## src/rtl/wash_program_sequencer.sv

```systemverilog
// Washing-machine cycle sequencer: latches a program on start and steps through
// fill, wash, rinse, drain and spin with per-phase timers, door hold and abort-drain.
module wash_program_sequencer #(
    parameter int CW      = 12,
    parameter int FILL_T  = 120,
    parameter int WASH_T  = 1200,
    parameter int RINSE_T = 600,
    parameter int DRAIN_T = 180,
    parameter int SPIN_T  = 300
) (
    input  logic          clk,
    input  logic          rst_n,
    input  logic          start,
    input  logic [1:0]    prog,
    input  logic          door_closed,
    input  logic          abort,
    output logic [2:0]    phase,
    output logic          valve_in,
    output logic          motor_wash,
    output logic          motor_spin,
    output logic          pump,
    output logic          busy,
    output logic          done,
    output logic [CW-1:0] remaining
);

    typedef enum logic [2:0] {
        S_IDLE  = 3'd0,
        S_FILL  = 3'd1,
        S_WASH  = 3'd2,
        S_RINSE = 3'd3,
        S_DRAIN = 3'd4,
        S_SPIN  = 3'd5,
        S_DONE  = 3'd6,
        S_HOLD  = 3'd7
    } state_t;

    state_t        state, state_nxt;
    state_t        saved, saved_nxt;
    logic [CW-1:0] timer, timer_nxt;
    logic [1:0]    prog_q, prog_nxt;
    logic          aborted, aborted_nxt;
    logic          pass, pass_nxt;
    logic          quick;

    // Timer load value for a phase: duration minus one, so the phase lasts D cycles.
    function automatic logic [CW-1:0] load_val(input state_t s, input logic q);
        logic [CW-1:0] d;
        case (s)
            S_FILL:  d = CW'(FILL_T);
            S_WASH:  d = CW'(WASH_T);
            S_RINSE: d = CW'(RINSE_T);
            S_DRAIN: d = CW'(DRAIN_T);
            default: d = CW'(SPIN_T);
        endcase
        if (q) d = ((d >> 1) == '0) ? CW'(1) : (d >> 1);
        return d - CW'(1);
    endfunction

    assign quick = (prog_q == 2'b01);

    // NOTE: state registers use non-blocking assignments so every flop samples
    // pre-edge values; the memory-free datapath is fully reset.
    always_ff @(posedge clk or negedge rst_n) begin
        if (!rst_n) begin
            state   <= S_IDLE;
            saved   <= S_IDLE;
            timer   <= '0;
            prog_q  <= '0;
            aborted <= 1'b0;
            pass    <= 1'b0;
        end else begin
            state   <= state_nxt;
            saved   <= saved_nxt;
            timer   <= timer_nxt;
            prog_q  <= prog_nxt;
            aborted <= aborted_nxt;
            pass    <= pass_nxt;
        end
    end

    // NOTE: every signal gets its hold value first so no path infers a latch.
    always_comb begin
        state_nxt   = state;
        saved_nxt   = saved;
        timer_nxt   = timer;
        prog_nxt    = prog_q;
        aborted_nxt = aborted;
        pass_nxt    = pass;
        case (state)
            S_IDLE: begin
                if (start && door_closed) begin
                    prog_nxt = prog;
                    if (prog == 2'b11) begin
                        state_nxt = S_DRAIN;
                        timer_nxt = load_val(S_DRAIN, 1'b0);
                    end else begin
                        state_nxt = S_FILL;
                        timer_nxt = load_val(S_FILL, prog == 2'b01);
                    end
                end
            end
            S_FILL, S_WASH, S_RINSE: begin
                if (abort) begin
                    state_nxt   = S_DRAIN;
                    timer_nxt   = load_val(S_DRAIN, quick);
                    aborted_nxt = 1'b1;
                end else if (!door_closed) begin
                    state_nxt = S_HOLD;
                    saved_nxt = state;
                end else if (timer == '0) begin
                    if (state == S_FILL) state_nxt = S_WASH;
                    else if (state == S_WASH) state_nxt = S_RINSE;
                    else if (prog_q == 2'b10 && !pass) begin
                        state_nxt = S_RINSE;
                        pass_nxt  = 1'b1;
                    end else state_nxt = S_DRAIN;
                    timer_nxt = load_val(state_nxt, quick);
                end else begin
                    timer_nxt = timer - CW'(1);
                end
            end
            S_DRAIN: begin
                if (abort) aborted_nxt = 1'b1;
                if (timer == '0) begin
                    if (aborted || abort) begin
                        state_nxt   = S_IDLE;
                        timer_nxt   = '0;
                        aborted_nxt = 1'b0;
                        pass_nxt    = 1'b0;
                    end else begin
                        state_nxt = S_SPIN;
                        timer_nxt = load_val(S_SPIN, quick);
                    end
                end else begin
                    timer_nxt = timer - CW'(1);
                end
            end
            S_SPIN: begin
                if (abort) begin
                    state_nxt   = S_IDLE;
                    timer_nxt   = '0;
                    aborted_nxt = 1'b0;
                    pass_nxt    = 1'b0;
                end else if (!door_closed) begin
                    state_nxt = S_HOLD;
                    saved_nxt = state;
                end else if (timer == '0) begin
                    state_nxt = S_DONE;
                end else begin
                    timer_nxt = timer - CW'(1);
                end
            end
            S_HOLD: begin
                if (abort) begin
                    state_nxt   = S_DRAIN;
                    timer_nxt   = load_val(S_DRAIN, quick);
                    aborted_nxt = 1'b1;
                end else if (door_closed) begin
                    state_nxt = saved;
                end
            end
            default: begin
                state_nxt   = S_IDLE;
                timer_nxt   = '0;
                aborted_nxt = 1'b0;
                pass_nxt    = 1'b0;
            end
        endcase
    end

    assign phase      = state;
    assign valve_in   = (state == S_FILL);
    assign motor_wash = (state == S_WASH) || (state == S_RINSE);
    assign motor_spin = (state == S_SPIN);
    assign pump       = (state == S_DRAIN);
    assign busy       = (state != S_IDLE);
    assign done       = (state == S_DONE);
    assign remaining  = (state == S_IDLE || state == S_DONE) ? '0 : timer;

endmodule
```

## config.mk

```make
export PLATFORM = sky130hd
export DESIGN_NAME = wash_program_sequencer
export DESIGN_NICKNAME = d
export VERILOG_FILES = /design/src/rtl/wash_program_sequencer.sv
export SDC_FILE = /design/constraint.sdc
export NUM_CORES = 1
export LEC_CHECK = 0
export ABC_AREA = 1
export ABC_CLOCK_PERIOD_IN_PS = 2600
export CORE_ASPECT_RATIO = 1.5
export CORE_MARGIN = 2
export CORE_UTILIZATION = 35
export CTS_BUF_LIST = sky130_fd_sc_hd__clkbuf_8
export CTS_CLUSTER_SIZE = 25
export DETAILED_ROUTE_END_ITERATION = 7
export PLACE_DENSITY_LB_ADDON = 0.2
export RECOVER_POWER = 100
export SLEW_MARGIN = 10
export SYNTH_ARGS = -nofsm -noshare
export SYNTH_HDL_FRONTEND = slang
export SYNTH_SLANG_ARGS = --single-unit
```

## constraint.sdc

```tcl
create_clock -name clk -period 2.6 [get_ports clk]
set_clock_uncertainty 0.2 [all_clocks]
set_input_delay 0.78 -clock clk [delete_from_list [all_inputs] [get_ports clk]]
set_output_delay 0.78 -clock clk [all_outputs]
set_load 0.005 [all_outputs]
```

After elaboration in Yosys (flattened, before gate mapping)
Index checks and enable logic that the tools add are counted.
{"block": "word_totals", "regBits": 22, "input_bits": 7, "output_inout_bits": 21, "wordCells": 155}
{"block": "op_classes", "addsub": 6, "n_eq_ne": 31, "mux": 85, "n_bitwise": 3, "n_reduce_logical": 24}
{"cell": "2-to-1 mux 12 bit", "n": 44}
{"cell": "logical NOT 12 bit", "n": 6}
{"cell": "subtractor 12 x 1 -> 12 bit, second input constant", "n": 6}
{"cell": "case mux 12 bit (5 select lines)", "n": 1}
{"cell": "2-to-1 mux 3 bit", "n": 19}
{"cell": "2-to-1 mux 11 bit", "n": 5}
{"cell": "case mux 11 bit (4 select lines)", "n": 1}
{"cell": "inequality test 2 bit, second input constant", "n": 9}
{"cell": "== test 3 bit, second input constant", "n": 5}
{"cell": "case mux 3 bit (5 select lines)", "n": 1}
{"cell": "== test 3 x 2 -> 1 bit, second input constant", "n": 4}
{"cell": "2-to-1 mux 1 bit", "n": 12}
{"cell": "AND reduction 10 bit", "n": 1}
{"cell": "inequality test 3 bit, second input constant", "n": 3}
{"cell": "case mux 1 bit (4 select lines)", "n": 2}
{"cell": "OR reduction 4 bit", "n": 2}
{"cell": "== test 3 x 1 -> 1 bit, second input constant", "n": 2}
{"cell": "AND reduction 2 bit", "n": 3}
{"cell": "AND reduction 5 bit", "n": 1}
{"cell": "== test 2 x 1 -> 1 bit, second input constant", "n": 2}
{"cell": "== test 2 bit, second input constant", "n": 2}
{"cell": "inequality test 2 x 1 -> 1 bit, second input constant", "n": 2}
{"cell": "inequality test 4 x 3 -> 1 bit, second input constant", "n": 1}
{"cell": "inequality test 4 bit, second input constant", "n": 1}
{"cell": "other kinds (9)", "n": 14}

Longest topological paths before layout
Gate-level depths: netlist of the first run.
{"block": "logic_depth", "word_depth": 27, "ltp_mapped": 15, "mapped_depth_nobuf": 15}

Least setup slack after synthesis of the first run
Ideal clock, no wire load.
{"block": "synth_timing", "kind": "reg2out", "startpoint": "register state[0] (netlist: phase[0])", "endpoint": "output remaining[10]", "arrival_time_ns": 1.392, "t_required_ns": 1.620, "path_slack_ns": 0.228, "stages_incl_launch_ff": 9, "path_buffers": 1, "path_cell_list": "dfrtp_1 > inv_2 > nand2_4 > inv_2 > nand2_4 > inv_1 > or2_2 > buf_6 > nor2_1"}
{"block": "synth_via", "elab_chain_cells": 3, "word_cells_on_any_way": 4, "cone_classes": "eq/ne (1); mux (1); reduce/logical (2)"}
{"item": "start: declaration", "line": "38", "source": "state_t state, state_nxt;"}
{"item": "start signal: assignment", "line": "73", "source": "state <= state_nxt;"}
{"item": "== test 3 bit or logical NOT 3 bit (tied branches)", "line": "179", "source": "assign remaining = (state == S_IDLE || state == S_DONE) ? '0 : timer;"}
{"item": "logical OR 1 bit *", "line": "179"}
{"item": "2-to-1 mux 12 bit *", "line": "179"}
{"item": "end: declaration", "line": "24", "source": "output logic [CW-1:0] remaining"}
Every way passes the cells marked *; elsewhere a longest branch is shown, timed or not.

Worst setup path after layout of the first run
{"block": "layout_timing", "startpoint": "register state[1] (netlist: phase[1])", "endpoint": "output remaining[3]"}
Same word-level chain as after synthesis.

==> run_results.csv, run 1 <==
group,metric,value,unit
outcome,status,"finished, final reports clean",
place,place_ws,2.65,ps
route,wl_per_cell,14.1,µm
logic_synthesis,synth-async-reset-ratio,100,%
clock_tree,cts_tree,"done",
logic_synthesis,synth-seq-area-share,26.4,%
place,gpl.final_weighted_congestion,0.891,
timing,min_period_over_period,98.0,%
worst_hold_path,worstHoldPathCells,2,
grt,grt_pass1_wl,11000,µm
logic_synthesis,synth_area_per_cell,6.49,µm²
timing,setup_viol,0,
place,post_dp_cell_area,2570,µm²
die,coreArea,5790,µm²
route,drt-total-wl,6360,µm
logic_synthesis,synth-main-ff-cell,"dfrtp_1",
clock_tree,clk_pin_slew,90,ps
timing,finalSetupTns,0,ps
power_and_ir_drop,powerDensity,1270,nW/µm²
layout,final_cell_area,2730,µm²
clock_tree,htree_levels,1,
logic_synthesis,ys_types,41,
grt,grt_pass1_vias,2411,
clock_tree,clk_latency,280,ps
flow_run,max_cap_viol_count,0,
worst_setup_path,r2r_cells,11,
worst_hold_path,hold_path.class,"flip-flop to flip-flop",
layout,multi_input_area,1330,µm²
die,die_area,6600,µm²
die,dieWidth,67.0,µm
worst_setup_path,worst_ep_required_time,1620,ps
worst_setup_path,cp.arrival,1570,ps
route,drc_errors,0,
route,dr.first_iter.drc_count,103,
worst_setup_path,r2r_start,"timer[1]$_DFFE_PN0P_",
place,hpwlAfterDp,4920,µm
timing,fin_ws,53.0,ps
worst_setup_path,r2r_slack,350,ps
layout,finalNetCount,390,
die,die-height,98.5,µm
power_and_ir_drop,total_power,0.00347,W
grt,overflow,0,
worst_setup_path,timing.rr.end,"timer[10]$_DFFE_PN0P_",
layout,regArea,551,µm²
die,num_rows,34,
power_and_ir_drop,switching_share,49.8,%
logic_synthesis,ys_seq_elements,22,
power_and_ir_drop,seq_power_share,17.3,%
worst_hold_path,min_from,"pass$_DFFE_PN0P_",
power_and_ir_drop,p_leak,1.46,nW
layout,drive_above_1_share,22.2,%
layout,stdcell_count,451,
clock_tree,numCtsBuffers,3,
die,boundaryPins,28,
grt,antenna_found_initial,0,
route,vias,2257,
place,dp_cells,436,
grt,grt_usage,21.6,%
grt,grt_max_degree,23,
route,avgViaCountPerCell,5.00,
layout,diodes,0,
worst_setup_path,endpoint_kind,"primary output",
timing,fin_crit,2550,ps
timing,slew_headroom,13.2,%
logic_synthesis,syn_nets,331,
worst_hold_path,hold_path_end,"pass$_DFFE_PN0P_",
power_and_ir_drop,peakVddDrop,0.484,mV
logic_synthesis,ys_warn_count,0,
place,portBuffers,27,
power_and_ir_drop,power_frac_clock,9.7,%
power_and_ir_drop,combinationalPowerShare,73.0,%
route,final_antenna_net_count,0,
clock_tree,cts-root-buf,"clkbuf_8",
timing,finalHoldViolCount,0,
logic_synthesis,syn_inst,321,
clock_tree,clock_sinks,22,
die,floorplan.initialDensity,36.0,%
worst_setup_path,crit_fanout,6,
power_and_ir_drop,switching_power,0.00173,W
power_and_ir_drop,internal-power,0.00174,W
worst_setup_path,critPathKind,"flip-flop to primary output",
logic_synthesis,synth-edff-count,0,
layout,syn2layout_area_growth,31.1,%
timing,drv_slew,0,
timing,tightest_slew,1300,ps
worst_setup_path,worstSetupStartpointType,"flip-flop",
layout,fillers,642,
logic_synthesis,syn_area,2080,µm²
timing,clock.fmax,393,MHz
route,drtPass1Iterations,4,
clock_tree,cts.path.max_buffers,2,
==> worst max path at each step <==
stage,slack [ps],end,start
3_3_place_gp,40,timer[0]$_DFFE_PN0P_,abort
4_1_cts,-6,motor_spin,phase[1]$_DFFE_PN0P_
2_1_floorplan,230,remaining[10],phase[0]$_DFFE_PN0P_
5_1_grt,-10,remaining[3],phase[1]$_DFFE_PN0P_
6_report,50,remaining[3],phase[1]$_DFFE_PN0P_
3_5_place_dp,3,remaining[2],phase[0]$_DFFE_PN0P_
==> stage by stage <==
stage	utilization, %	hold slack, ps
2_1_floorplan	-	250
3_3_place_gp	44.4	271
3_5_place_dp	44.4	284
4_1_cts	46.6	305
5_1_grt	47.2	341
6_report	47.2	303
==> repair_timing <==
item,in CTS,in global routing
setup endpoints to repair,16,15
resized for setup,29,16
pin swaps,4,1
gates cloned,1,0
hold buffers,0,0
setup buffers,5,5
==> worst max-delay path, cell delays in order, from the launching register on <==
cell	delay [ps]
dfrtp_1	410
inv_2	120
nor3_4	60
buf_4	140
or2_4	250
nor2_1	80
dlygate4sd2_1	230
==> placed cells by master, fill, tap and decap left out, types with 4 or more instances in the layout <==
| cell | count |
|---|---|
| dlymetal6s2s_1 | 4 |
| a21oi_1 | 10 |
| xor2_1 | 7 |
| buf_4 | 28 |
| nand2_2 | 5 |
| o21ai_0 | 22 |
| nor2_1 | 34 |
| dlygate4sd2_1 | 5 |
| nand4_1 | 4 |
| clkdlybuf4s50_1 | 8 |
| nor2_2 | 8 |
| dfrtp_1 | 22 |
| clkdlybuf4s15_1 | 4 |
| nand2_1 | 94 |
| nand3_1 | 22 |
| inv_2 | 5 |
| inv_1 | 34 |
| nand2_4 | 5 |
| o21ai_2 | 5 |
==> power groups by stage <==
| stage | sequential, W | combinational (W) | clock, W |
|---|---|---|---|
| after floorplan | 0.000606 | 0.00158 | 0 |
| after global placement | 0.000604 | 0.00241 | 0 |
| after detailed placement | 0.000607 | 0.00242 | 0 |
| after CTS | 0.000600 | 0.00250 | 0.000340 |
| after global routing | 0.000621 | 0.00287 | 0.000350 |
| final | 0.000603 | 0.00253 | 0.000336 |
==> per-layer routing <==
metal	routed length [µm]	track usage (%)	vias to the layer above
met5	0	0	-
met4	183	8.95	0
met3	271	2.17	15
met2	3480	40.3	70
met1	2420	24.1	1031
li1	-	-	1141
==> kinds of logic after synthesis <==
kind of cell	share of synthesized area [%]
AOI/OAI and AO/OA	14.2
xor gates and xnor gates	3.36
adders and majority gates	1.80
buffers and inverters	11.0
DFF	26.4
muxes	1.56
other	0.180
and+or+nand+nor	41.5
==> flip-flops by register name (all words and copies together) (netlist names) <==
signal and flops:
saved 3, phase 3, prog_q 2, pass 1, timer 12, aborted 1
==> cell type report <==
cell class              instances  area share, %
clock inverters                 1           1.10
well taps                      72           3.30
inverters                      42           6.00
flip-flops and latches         22           20.2
repair buffers                 61           19.2
multi-input cells             250           48.7
clock buffers                   3           1.51
==> cells in the mapped netlist (5+ instances only) <==
cell type	number	area, µm²
a21oi_1	9	45.0
inv_1	36	135
o21ai_2	5	43.8
nand2_2	5	31.3
nand2_4	5	56.3
dfrtp_1	22	551
o21ai_0	21	105
xor2_1	7	61.3
nor2_2	6	37.5
nand3_1	22	110
nor2_1	36	135
nand2_1	94	353
Note: power is estimated with default switching activity, not from simulation.
==> run 2, diff against run 1 <==
Settings changed: CTS_BUF_LIST sky130_fd_sc_hd__clkbuf_8 to sky130_fd_sc_hd__clkbuf_2.
==> run_results.csv, run 2 (same netlist as run 1, synthesis figures left out) <==
group,metric,value,unit
outcome,status,"finished, violations left",
outcome,violations,"setup timing",
timing,finalHoldViolCount,0,
layout,top_register,"timer",
grt,antenna_found_initial,0,
power_and_ir_drop,switching_share,50.6,%
layout,final_cell_mix,"nand2_1, inv_1, nor2_1",
worst_setup_path,critical-path-top-delay-family,"simple AND/OR/NAND/NOR gates",
clock_tree,clk_pin_slew,260,ps
route,drt-total-wl,6530,µm
route,avgViaCountPerCell,4.98,
layout,diodes,0,
timing,fin_ws,-77.7,ps
place,dp_cells,436,
place,portBuffers,27,
worst_setup_path,critical-path-max-stage-delay,440,ps
layout,fillers,656,
die,dieWidth,67.0,µm
worst_setup_path,cp_cell_sequence,"inv_2, nand2_4, inv_4, nand2_4, inv_4, or2_4, buf_6, nor2_1, buf_2",
timing,slew_headroom,11.4,%
route,wl_per_cell,14.3,µm
place,gpl.final_weighted_congestion,0.891,
power_and_ir_drop,powerDensity,1290,nW/µm²
timing,setup_viol,11,
grt,grt_max_degree,23,
power_and_ir_drop,seq_power_share,17.0,%
route,dr.first_iter.drc_count,99,
power_and_ir_drop,power_frac_clock,7.3,%
clock_tree,cts-hold-fix-buffers,0,
grt,grt_pass1_wl,11200,µm
power_and_ir_drop,internal-power,0.00175,W
worst_setup_path,worst_ep_required_time,1620,ps
timing,rsz0062_at_grt,"yes",
route,vias,2276,
clock_tree,cts.path.max_buffers,2,
route,final_antenna_net_count,0,
place,place_ws,2.65,ps
layout,largest_reg_flops,12,
layout,layout_commonest_cell,"nand2_1",
die,boundaryPins,28,
die,die-height,98.5,µm
power_and_ir_drop,switching_power,0.00179,W
worst_setup_path,crit_buf_inv,5,
layout,syn2layout_area_growth,31.4,%
die,coreArea,5790,µm²
worst_setup_path,cp.arrival,1700,ps
clock_tree,cts_tree,"done",
flow_run,max_cap_viol_count,0,
worst_setup_path,crit_slowest_cell,"dfrtp_1",
power_and_ir_drop,combinationalPowerShare,75.7,%
clock_tree,numCtsBuffers,3,
timing,fin_crit,2680,ps
clock_tree,clk_latency,380,ps
worst_setup_path,worstSetupStartpointType,"flip-flop",
grt,grt_pass1_vias,2419,
timing,tightest_slew,1330,ps
layout,finalNetCount,396,
power_and_ir_drop,p_leak,1.43,nW
clock_tree,clock_sinks,22,
clock_tree,htree_levels,1,
layout,drive_above_1_share,27.8,%
worst_setup_path,r2r_slack,250,ps
worst_setup_path,critPathKind,"flip-flop to primary output",
layout,stdcell_count,457,
die,num_rows,34,
die,die_area,6600,µm²
place,hpwlAfterDp,4920,µm
worst_hold_path,hold_path.class,"flip-flop to flip-flop",
route,drtPass1Iterations,4,
timing,clock.fmax,373,MHz
die,floorplan.initialDensity,36.0,%
route,drc_errors,0,
power_and_ir_drop,peakVddDrop,0.475,mV
timing,drv_slew,0,
worst_setup_path,crit_fanout,4,
clock_tree,cts-root-buf,"clkbuf_2",
worst_setup_path,endpoint_kind,"primary output",
timing,min_period_over_period,103,%
grt,overflow,0,
grt,grt_usage,21.9,%
==> run 2: path summary, 6_finish.rpt <==
path | start | to | cells past startpoint
setup / recovery | phase[1]$_DFFE_PN0P_ | remaining[7] | 9
hold / removal | pass$_DFFE_PN0P_ | pass$_DFFE_PN0P_ | 2
setup reg to reg | phase[1]$_DFFE_PN0P_ | timer[9]$_DFFE_PN0P_ | 12
hold reg to reg | pass$_DFFE_PN0P_ | pass$_DFFE_PN0P_ | 2
max in group asynchronous | rst_n | timer[2]$_DFFE_PN0P_ | 2
min in group asynchronous | rst_n | phase[2]$_DFFE_PN0P_ | 2
==> run 2: metrics by stage <==
stage	utilization, %	TNS (ps)	power (W)	cell area [µm²]	hold WS, ps
2_1_floorplan	-	0	0.00218	2080	250
3_3_place_gp	44.4	0	0.00302	2570	271
3_5_place_dp	44.4	0	0.00303	2570	284
4_1_cts	47.2	-602	0.00352	2730	333
5_1_grt	47.3	-1680	0.00391	2740	370
6_report	47.3	-645	0.00354	2740	326
==> run 2: timing repair <==
item	in CTS	in global routing
pin swaps	8	4
cloned	1	0
buffers inserted	13	3
setup endpoints to repair	18	15
gates resized for setup	73	18
==> run 2: worst reg2reg max path, stage by stage, from the launching register on <==
cell and delay [ps]:
dfrtp_1 440, inv_2 80, buf_4 140, buf_6 120, buf_4 130, o21ai_0 220
inv_1 70, nor2_1 160, nand2_2 70, nand4_1 160, clkbuf_2 270, inv_2 120
o221ai_2 130
==> run 2: final cells by class <==
cell class	count	area [µm²]	share of cell area [%]
multi-input cells	250	1350	49.3
flip-flops and latches	22	551	20.1
repair buffers	67	534	19.5
inverters	42	166	6.08
well taps	72	90.1	3.29
clock inverters	1	30.0	1.10
clock buffers	3	15.0	0.549
==> run 2: routing by layer <==
layer / GRT usage, % / wire, µm
met1: 24.7 / 2620
met2: 40.8 / 3550
met3: 1.83 / 148
met4: 8.95 / 204
met5: 0 / 0
==> run 2: power groups by stage <==
stage                     Clock [W]  Sequential (W)  Combinational, W
after global placement            0        0.000604           0.00241
final                      0.000259        0.000602           0.00268
after CTS                  0.000262        0.000600           0.00265
after global routing       0.000273        0.000618           0.00301
after detailed placement          0        0.000607           0.00242
after floorplan                   0        0.000606           0.00158
==> patch: new RTL, config.mk and constraints of run 1 <==
Register the output `valve_in`; this adds one clock of latency there. The other outputs are not delayed to match.
--- a/src/rtl/wash_program_sequencer.sv
+++ b/src/rtl/wash_program_sequencer.sv
@@ -171,5 +171,7 @@
 
     assign phase      = state;
-    assign valve_in   = (state == S_FILL);
+    always_ff @(posedge clk) begin
+        valve_in <= (state == S_FILL);
+    end
     assign motor_wash = (state == S_WASH) || (state == S_RINSE);
     assign motor_spin = (state == S_SPIN);
Check against the original RTL: not equivalent (Yosys sat finds a counterexample within 4 cycles, from zero or initial values and one cycle with rst_n low).
==> patch against run 1 <==
- sequential share of layout area rose by 1.6 points
- non-clock buffer count stayed put
- sequential cell count up 1
- register-to-register slack got worse by 0.02 ns
- final area fell by 3.9%
- routed wire length up 5.9%
- via count is essentially flat
- synthesized area up 0.42%
- maximum frequency fell by 1.2%
- setup slack got worse by 0.031 ns
- total power grew 2.7%
- largest cell class unchanged
==> patch: results (changes against run 1) <==
R2R Setup Slk -> 0.33 ns (-0.02 ns)
Psw -> 1.88 mW (+8.8%)
Fin crit share -> 99.1% (+1.2 points)
Sequential fraction of the synthesis area -> 27.3% (+0.85 points)
Detailed placement HPWL -> 5.50 mm (+12%)
WL/cell -> 14.8 um (+5.2%)
All-Layer GR Usage -> 22.4% (+0.81 points)
Reg power frac -> 18.2% (+0.9 points)
Met2 wire length -> 3.65 mm (+4.6%)
Leak -> 1.30 nW (-11%)
End of the critical path -> done
Cell at the slowest stage of the critical path -> clkdlybuf4s50_1
Reg2Reg Depth -> 7 (-4)
Vias per inst -> 4.97 (-0.62%)
Slowest stage delay, CP -> 0.49 ns (+0.08 ns)
Share of cells above drive strength 1 -> 21.2% (-0.96 points)
First-pass GRT wire length -> 11.2 mm (+1.9%)
Rel. slew slack -> 18.7% (+5.5 points)
Met2 usage -> 40.7% (+0.44 points)
Final GP Congestion -> 0.947 (+6.3%)
Placed cells -> 449 (+3.0%)
DR vias -> 2,258 (+0.044%)
Maximum fanout along the worst path -> 2 (-4)
Reg2reg end -> timer[8]
Reg2reg start -> timer[0]
DP Worst Slack -> 0.0233 ns (+0.0207 ns)
Initial detailed-routing violation count -> 118 (+15%)
Async set-reset flop share out of synthesis -> 95.7% (-4.3 points)
Synth top cells by count -> 91 x nand2_1, 44 x nor2_1, 29 x inv_1
Global Route met1 Usage -> 25.2% (+1.1 points)
Crit. Startpoint -> phase[0]
Run status -> finished clean
Nets -> 393 (+0.77%)
Fill count -> 672 (+4.7%)
Unique cell type count in the Yosys netlist -> 46 (+12%)
Mapped Cells -> 323 (+0.62%)
Placed cell areas -> 2680 um2 (+4.3%)
Met3 GRT Util -> 1.48% (-0.68 points)
M1 WL -> 2.60 mm (+7.3%)
Clk. pwr -> 0.245 mW (-27%)
[patch: changes by cell type after synthesis, moves of 3 or more]
| cell | before | now |
|---|---|---|
| nand2_1 | 94 | 91 |
| nand2_4 | 5 | 2 |
| nor2_4 | 3 | 6 |
| nor2_2 | 6 | 3 |
| nor2_1 | 36 | 44 |
| nand2_2 | 5 | 8 |
| inv_1 | 36 | 29 |
| o21ai_2 | 5 | 2 |
| o21ai_1 | 3 | 7 |
| inv_2 | 3 | 8 |
[patch: worst min-delay path by stage]
| stage | slack, ns | end | depth (start not counted) |
|---|---|---|---|
| finish | 0.31 | pass | 2 |
| global placement | 0.28 | pass | 2 |
| floorplan | 0.26 | pass | 2 |
| global route | 0.34 | saved[2] | 1 |
| CTS | 0.32 | pass | 2 |
| detailed placement | 0.29 | pass | 2 |
[patch: what timing repair did]
action	in CTS	in global routing
setup buffers	1	0
pin swaps	2	0
endpoints found under the setup margin	14	13
resized for setup	34	14
hold endpoints to repair	0	0
[patch: kinds of logic (layout without fill, tap and decap cells)]
kind of cell | Yosys count | in the layout | synth area share [%]
AO/OA/AOI/OAI | 51 | 51 | 14.8
XOR/XNOR | 6 | 6 | 2.51
adder cells (fa/ha/maj) | 3 | 3 | 1.79
buffers and inverters | 45 | 104 | 9.27
flip-flops | 23 | 23 | 27.3
multiplexers | 2 | 2 | 1.08
other | 1 | 1 | 0.179
AND/OR/NAND/NOR | 192 | 192 | 43.1
[patch: cell type report]
type | count | area (um2) | area share (%)
clock buffer | 3 | 41.3 | 1.57
multi-input combinational | 255 | 1320 | 50.5
timing repair buffer | 61 | 440 | 16.8
sequential | 23 | 571 | 21.7
inverter | 39 | 150 | 5.72
clock inverter | 1 | 7.51 | 0.286
tap | 72 | 90.1 | 3.43
